[config.mk]
export PLATFORM = sky130hd
export DESIGN_NAME = axisv_lcd_sink
export DESIGN_NICKNAME = d
export VERILOG_FILES = /design/src/rtl/axisv_lcd_sink.sv
export SDC_FILE = /design/constraint.sdc
export NUM_CORES = 1
export LEC_CHECK = 0
export ABC_CLOCK_PERIOD_IN_PS = 2290
export BUFFER_PORTS_ARGS = -buffer_cell sky130_fd_sc_hd__buf_2
export CORE_MARGIN = 2
export CORE_UTILIZATION = 50
export DETAILED_ROUTE_END_ITERATION = 16
export GPL_TIMING_DRIVEN = 0
export HOLD_SLACK_MARGIN = 0.02
export PLACE_DENSITY = 0.81
export SYNTH_ARGS = -nofsm -noshare
export SYNTH_HDL_FRONTEND = slang
export SYNTH_SLANG_ARGS = --single-unit
[constraint.sdc]
create_clock -name aclk_i -period 2.29 [get_ports aclk_i]
set_input_delay 0.1145 -clock aclk_i [delete_from_list [all_inputs] [get_ports aclk_i]]
set_output_delay 0.1145 -clock aclk_i [all_outputs]
set_load 0.02 [all_outputs]
[src/rtl/axisv_lcd_sink.sv]
// AXI-Stream video sink driving a parallel LCD panel with free-running raster timing.
// Locks the incoming stream to the raster frame boundary and resynchronises on misalignment.
module axisv_lcd_sink #(
    parameter int H_PIXEL_COUNT   = 8,
    parameter int V_PIXEL_COUNT   = 4,
    parameter int H_FP            = 2,
    parameter int H_SYNC          = 1,
    parameter int H_BP            = 2,
    parameter int V_FP            = 1,
    parameter int V_SYNC          = 1,
    parameter int V_BP            = 1,
    parameter int DATA_WIDTH      = 18,
    parameter bit SYNC_ACTIVE_LOW = 1'b1
) (
    input  logic                  aclk_i,
    input  logic                  rst_i,
    input  logic [DATA_WIDTH-1:0] s_axis_tdata,
    input  logic                  s_axis_tvalid,
    output logic                  s_axis_tready,
    input  logic                  s_axis_tlast,
    input  logic [1:0]            s_axis_tuser,
    output logic [DATA_WIDTH-1:0] lcd_data_o,
    output logic                  lcd_de_o,
    output logic                  lcd_hsync_o,
    output logic                  lcd_vsync_o,
    output logic                  locked_o,
    output logic                  resync_o,
    output logic                  underflow_o
);
    localparam int H_TOT = H_PIXEL_COUNT + H_FP + H_SYNC + H_BP;
    localparam int V_TOT = V_PIXEL_COUNT + V_FP + V_SYNC + V_BP;
    localparam int HW    = $clog2(H_TOT) + 1;
    localparam int VW    = $clog2(V_TOT) + 1;

    localparam logic [HW-1:0] H_LAST     = HW'(H_TOT - 1);
    localparam logic [VW-1:0] V_LAST     = VW'(V_TOT - 1);
    localparam logic [HW-1:0] H_ACT      = HW'(H_PIXEL_COUNT);
    localparam logic [VW-1:0] V_ACT      = VW'(V_PIXEL_COUNT);
    localparam logic [HW-1:0] H_EOL      = HW'(H_PIXEL_COUNT - 1);
    localparam logic [VW-1:0] V_EOF      = VW'(V_PIXEL_COUNT - 1);
    localparam logic [HW-1:0] HS_FIRST   = HW'(H_PIXEL_COUNT + H_FP);
    localparam logic [HW-1:0] HS_LAST    = HW'(H_PIXEL_COUNT + H_FP + H_SYNC - 1);
    localparam logic [VW-1:0] VS_FIRST   = VW'(V_PIXEL_COUNT + V_FP);
    localparam logic [VW-1:0] VS_LAST    = VW'(V_PIXEL_COUNT + V_FP + V_SYNC - 1);
    localparam logic          SYNC_IDLE  = SYNC_ACTIVE_LOW;

    typedef enum logic [1:0] {
        ST_SEEK   = 2'd0,
        ST_WAIT   = 2'd1,
        ST_LOCKED = 2'd2
    } state_t;

    state_t                state_q, state_d;
    logic [HW-1:0]         h_cnt_q, h_cnt_d;
    logic [VW-1:0]         v_cnt_q, v_cnt_d;
    logic [DATA_WIDTH-1:0] data_q, data_d;
    logic                  de_q, de_d;
    logic                  hsync_q, hsync_d;
    logic                  vsync_q, vsync_d;
    logic                  resync_q, resync_d;
    logic                  underflow_q, underflow_d;

    logic active;
    logic frame_end;
    logic tready;
    logic locked;
    logic beat_accept;
    logic beat_mismatch;
    logic show_pixel;
    logic unused_tuser_bit;

    assign unused_tuser_bit = s_axis_tuser[1];

    // Raster counters run regardless of stream state so panel timing never stops.
    always_comb begin
        h_cnt_d = h_cnt_q + HW'(1);
        v_cnt_d = v_cnt_q;
        if (h_cnt_q == H_LAST) begin
            h_cnt_d = '0;
            v_cnt_d = (v_cnt_q == V_LAST) ? '0 : v_cnt_q + VW'(1);
        end
    end

    assign active      = (h_cnt_q < H_ACT) && (v_cnt_q < V_ACT);
    assign frame_end   = (h_cnt_q == H_LAST) && (v_cnt_q == V_LAST);
    assign beat_accept = s_axis_tvalid && tready;

    // A locked beat must carry tlast exactly at the line end and EOF only on the last line's end.
    assign beat_mismatch = (s_axis_tlast != (h_cnt_q == H_EOL)) ||
                           (s_axis_tuser[0] != (s_axis_tlast && (v_cnt_q == V_EOF)));

    always_ff @(posedge aclk_i or posedge rst_i) begin
        if (rst_i) begin
            state_q <= ST_SEEK;
        end else begin
            state_q <= state_d;
        end
    end

    always_comb begin
        state_d = state_q;
        unique case (state_q)
            ST_SEEK:   if (beat_accept && s_axis_tuser[0] && s_axis_tlast) state_d = ST_WAIT;
            ST_WAIT:   if (frame_end) state_d = ST_LOCKED;
            ST_LOCKED: if (beat_accept && beat_mismatch) state_d = ST_SEEK;
            default:   state_d = ST_SEEK;
        endcase
    end

    // tready depends only on the state register and raster counters.
    always_comb begin
        tready = 1'b0;
        locked = 1'b0;
        unique case (state_q)
            ST_SEEK:   tready = 1'b1;
            ST_WAIT:   tready = 1'b0;
            ST_LOCKED: begin
                tready = active;
                locked = 1'b1;
            end
            default:   tready = 1'b0;
        endcase
    end

    assign show_pixel = locked && active;

    always_comb begin
        data_d      = (show_pixel && s_axis_tvalid) ? s_axis_tdata : '0;
        de_d        = show_pixel;
        hsync_d     = ((h_cnt_q >= HS_FIRST) && (h_cnt_q <= HS_LAST)) ? ~SYNC_IDLE : SYNC_IDLE;
        vsync_d     = ((v_cnt_q >= VS_FIRST) && (v_cnt_q <= VS_LAST)) ? ~SYNC_IDLE : SYNC_IDLE;
        resync_d    = locked && beat_accept && beat_mismatch;
        underflow_d = underflow_q || (show_pixel && !s_axis_tvalid);
    end

    always_ff @(posedge aclk_i or posedge rst_i) begin
        if (rst_i) begin
            h_cnt_q     <= '0;
            v_cnt_q     <= '0;
            data_q      <= '0;
            de_q        <= 1'b0;
            hsync_q     <= SYNC_IDLE;
            vsync_q     <= SYNC_IDLE;
            resync_q    <= 1'b0;
            underflow_q <= 1'b0;
        end else begin
            h_cnt_q     <= h_cnt_d;
            v_cnt_q     <= v_cnt_d;
            data_q      <= data_d;
            de_q        <= de_d;
            hsync_q     <= hsync_d;
            vsync_q     <= vsync_d;
            resync_q    <= resync_d;
            underflow_q <= underflow_d;
        end
    end

    assign s_axis_tready = tready;
    assign locked_o      = locked;
    assign lcd_data_o    = data_q;
    assign lcd_de_o      = de_q;
    assign lcd_hsync_o   = hsync_q;
    assign lcd_vsync_o   = vsync_q;
    assign resync_o      = resync_q;
    assign underflow_o   = underflow_q;

endmodule

# ---- Word level (Yosys, flattened, before mapping)
# Index checks and enable logic that the tools add are counted.
dict set report totals {
  in_bits 24
  wordCells 58
  register_bits 34
  out_inout_bits 25
}
dict set report op_classes {
  add_sub_neg 2
  n_mux 11
  n_reduce_logical 19
  n_eq_ne 11
  order_cmp 6
}
# op count
set ops {}
lappend ops {{18-bit two-way mux} 1}
lappend ops {{1-bit logical AND} 14}
lappend ops {{2-bit two-way mux} 3}
lappend ops {{2-bit inequality test (second input constant)} 3}
lappend ops {{2-bit case mux with 3 select lines} 1}
lappend ops {{5-bit by 1-bit adder with 5-bit output (second input constant)} 1}
lappend ops {{5-bit by 3-bit == test with 1-bit output (second input constant)} 1}
lappend ops {{5-bit by 4-bit == test with 1-bit output (second input constant)} 1}
lappend ops {{5-bit by 4-bit >= comparator with 1-bit output (second input constant)} 1}
lappend ops {{5-bit by 4-bit less-or-equal comparator with 1-bit output (second input constant)} 1}
lappend ops {{5-bit by 4-bit < comparator with 1-bit output (second input constant)} 1}
lappend ops {{5-bit two-way mux} 1}
lappend ops {{4-bit by 1-bit adder with 4-bit output (second input constant)} 1}
lappend ops {{4-bit by 2-bit == test with 1-bit output (second input constant)} 1}
lappend ops {{4-bit by 3-bit == test with 1-bit output (second input constant)} 1}
lappend ops {{4-bit by 3-bit >= comparator with 1-bit output (second input constant)} 1}
lappend ops {{4-bit by 3-bit less-or-equal comparator with 1-bit output (second input constant)} 1}
lappend ops {{4-bit by 3-bit < comparator with 1-bit output (second input constant)} 1}
lappend ops {{4-bit two-way mux} 1}
lappend ops {{1-bit two-way mux} 3}
lappend ops {{3-bit AND reduction} 1}
lappend ops {{2-bit by 1-bit == test with 1-bit output (second input constant)} 1}
lappend ops {{2-bit == test (second input constant)} 1}
lappend ops {{2-bit zero test} 1}
lappend ops {{4 further kinds} 6}

# ---- Longest topological paths before layout
dict set report depth {
  ltp_word 8
  depth_mapped 7
  mapped_depth_nobuf 6
}

# ---- Worst setup path before layout
# Ideal clock, no wire load.
dict set report synth_timing {
  kind {reg2reg}
  startpoint {register h_cnt_q[0]}
  endpoint {register v_cnt_q[0]}
  n_path_buf 1
  period_less_slack_ps 1401
  setup_time_ps 125
  t_arrival_ps 1277
  required_ps 2165
  slack_ps 889
  path_stages_with_launch 6
  path_cell_list {dfrtp_1 > inv_1 > ha_1 > and4b_1 > buf_2 > mux2_2}
}
dict set report synth_via {
  elab_chain_cells 1
}
# item line_no
set synth_lines {}
lappend synth_lines {{from (decl)} 54} ;# logic [HW-1:0] h_cnt_q, h_cnt_d;
lappend synth_lines {{from (signal assigned)} 147} ;# h_cnt_q <= h_cnt_d;
lappend synth_lines {{5-bit by 4-bit == test with 1-bit output} 78} ;# if (h_cnt_q == H_LAST) begin
lappend synth_lines {{to (signal assigned)} 148} ;# v_cnt_q <= v_cnt_d;
lappend synth_lines {{to (decl)} 55} ;# logic [VW-1:0] v_cnt_q, v_cnt_d;
# No other way between the ends.
# A chain may end at the register's enable or synchronous reset.

# ---- Worst setup path after layout
dict set report layout_timing {
  startpoint {register h_cnt_q[4]}
  endpoint {output port s_axis_tready}
}
dict set report layout_via {
  elab_chain_cells 3
}
# item line_no
set layout_lines {}
lappend layout_lines {{5-bit by 4-bit < comparator with 1-bit output} 84} ;# assign active = (h_cnt_q < H_ACT) && (v_cnt_q < V_ACT);
lappend layout_lines {{1-bit logical AND} 84}
lappend layout_lines {{1-bit case mux with 2 select lines} 114} ;# unique case (state_q)
lappend layout_lines {{to (decl)} 19} ;# output logic s_axis_tready,
# No other way between the ends.

==> impl_metrics.yaml <==
outcome:
  status: "completed"
yosys:
  yosys.area_share.simple: 0.2121
  syn-num-nets: 135
  avgSynthCellArea_um2: 12.18
  synth_xor_xnor_area_share: 0.02639
  synth_ff_type: "dfrtp_1"
  synth_top_family_by_area: "simple AND/OR/NAND/NOR gates"
  ys_seq_area_frac: 0.6428
  synth_mux_area_frac: 0.008483
  synth_cells: 109
  syn-cell-area_um2: 1328
  synth_compound_area_frac: 0.06221
  ys_seq_elements: 34
  yosysWarnings: 0
  ys_types: 31
  synthAdderAreaFrac: 0.01885
  asyncSetResetFlopFracSynth: 1.000
  synth_edf_count: 0
sta:
  tns_ps: 0
  hold_slack_ps: 209.3
  max_slew_margin: 0.2353
  timing.final.crit_period_ps: 1764
  timing.final.crit_share: 0.7705
  hold_viol: 0
  setup_viol: 0
  tightest_slew_ps: 1140
  drv_slew: 0
  finClkSkew_ps: 5.363
  rsz0062_at_grt: "false"
  timing.fmax_mhz: 566.8
final_layout:
  fin_nets: 209
  diodes: 0
  syn_to_final_growth_pct: 41.56
  fillers: 167
  final_common_cell: "buf_2"
  layout_common_cells: "48 x buf_2, 32 x dfrtp_1, 20 x dlygate4sd3_1"
  drive_gt1_frac: 0.3424
clocking:
  cts_num_sinks: 34
  holdBufCountCts: 19
  cts.reportedPaths.clkPinSlew_ps: 100
  post_cts_buffers: 0
  cts_tree: "done"
  cts.path.max_buffers: 2
  root_buffer: "clkbuf_4"
  cts-resized-gates: 0
  htree_levels: 2
  cts_inserted_buffers: 5
  clock_latency_ps: 340
drt:
  post_drt_wl_per_cell_um: 13.21
  drt-pass1-iter-count: 4
  ant_nets: 0
  viasPerCell: 4.944
  num_vias: 1058
  initialDrtViolationCount: 24
  routed_wl_um: 2826
  drc_errors: 0
global_routing:
  grt_pass1_wl_um: 4540
  grt_pass1_vias: 1043
  antenna_found_initial: 0
  overflow: 0
  grt_use_total: 0.1963
  grt_max_degree: 35
pwr:
  powerDensity_nw_per_um2: 593.7
  vdd_drop_max_v: 0.0005437
  p_leak_nw: 1.018
  p_total_mw: 1.116
floorplanning:
  die-area_um2: 3083
  rows: 18
  initial_core_util: 0.5310
  core_um2: 2500
  die_width_um: 55.53
  pin_count: 49
  fp.dieH_um: 55.53
min_path:
  hold_class: "primary input to flip-flop"
worst_setup_path:
  cp.required_ps: 2180
  worstSetupEndpointType: "output pin"
  cp-start-kind: "flip-flop"
  critical_path_class: "flip-flop to output pin"
  cp_data_arrival_time_ps: 1650
  crit_fanout: 6
placement:
  dp_hpwl_um: 1807
  gp_congestion: 0.6944
  portBuffers: 47
run:
  maxCapViolations: 0
## stage by stage
step	area, um^2	setup slack, ps	util	instances
2_1_floorplan	1328	888.6	-	109
3_3_place_gp	1600	797.1	0.6401	186
3_5_place_dp	1600	695.3	0.6401	186
4_1_cts	1869	509.8	0.7477	213
5_1_grt	1879	407.2	0.7518	214
6_report	1879	525.6	0.7518	214
## area by class of cell
type	instances	area, um^2	area share
buffer	3	20.02	0.01065
sequential	34	853.3	0.4541
multi-input combinational	67	435.4	0.2317
timing repair buffer	67	435.4	0.2317
clock buffer	8	78.83	0.04194
inverter	5	18.77	0.009987
tap	30	37.54	0.01997
## power breakdown
| part | internal [mW] | switching, mW |
|---|---|---|
| clock | 0.210 | 0.191 |
| combinational | 0.0515 | 0.0436 |
| sequential | 0.609 | 0.0104 |
## registers in the layout, summed over array words and instances (netlist names)
| signal | flops |
|---|---|
| underflow_o | 1 |
| state_q | 2 |
| v_cnt_q | 4 |
| lcd_hsync_o | 1 |
| h_cnt_q | 5 |
| lcd_data_o | 18 |
| resync_o | 1 |
| lcd_vsync_o | 1 |
| lcd_de_o | 1 |
## cell families after synthesis
kind of cell               count (synthesis)
and+or+nand+nor                           48
buffers and inverters                      8
AOI/OAI and AO/OA                         12
xor gates and xnor gates                   4
muxes                                      1
DFF                                       34
adders and majority gates                  2
## path summary, 6_finish.rpt
check | cells after the start | slack, ps | start | to
max in group asynchronous | 3 | 1300 | rst_i | lcd_data_o[6]
worst min register to register | 1 | 450 | h_cnt_q[1] | lcd_hsync_o
min in group asynchronous | 3 | 480 | rst_i | h_cnt_q[4]
worst min-delay path | 5 | 210 | s_axis_tlast | state_q[0]
worst max-delay path | 4 | 530 | h_cnt_q[4] | s_axis_tready
worst max register to register | 5 | 690 | h_cnt_q[4] | lcd_data_o[0]
## critical path: stages, from the launching register on
cell and delay, ps:
dfrtp_1 450, nor4_1 430, nand2_1 160, o21ai_0 90, buf_2 180
## per-layer routing
layer / vias to the layer above / track usage / share of wire
met5: - / 0 / 0
met4: 0 / 0.1080 / 0.035
met3: 9 / 0.06323 / 0.046
met2: 37 / 0.3435 / 0.54
met1: 500 / 0.2066 / 0.38
li1: 512 / - / -
## cell usage after synthesis, drive strengths merged, types with 2 or more instances
| library cell | number | share of area |
|---|---|---|
| nor2 | 6 | 0.017 |
| o21ai | 5 | 0.019 |
| dfrtp | 32 | 0.60 |
| xor2 | 2 | 0.013 |
| o31a | 2 | 0.013 |
| nor2b | 2 | 0.0094 |
| inv | 5 | 0.014 |
| nand3 | 3 | 0.011 |
| nand2b | 2 | 0.0094 |
| dfstp | 2 | 0.040 |
| ha | 2 | 0.019 |
| and2 | 18 | 0.085 |
| a21oi | 2 | 0.0075 |
| buf | 3 | 0.015 |
| nor4 | 2 | 0.0094 |
| xnor2 | 2 | 0.013 |
| nand2 | 6 | 0.017 |
Note: power is estimated with default switching activity, not from simulation.
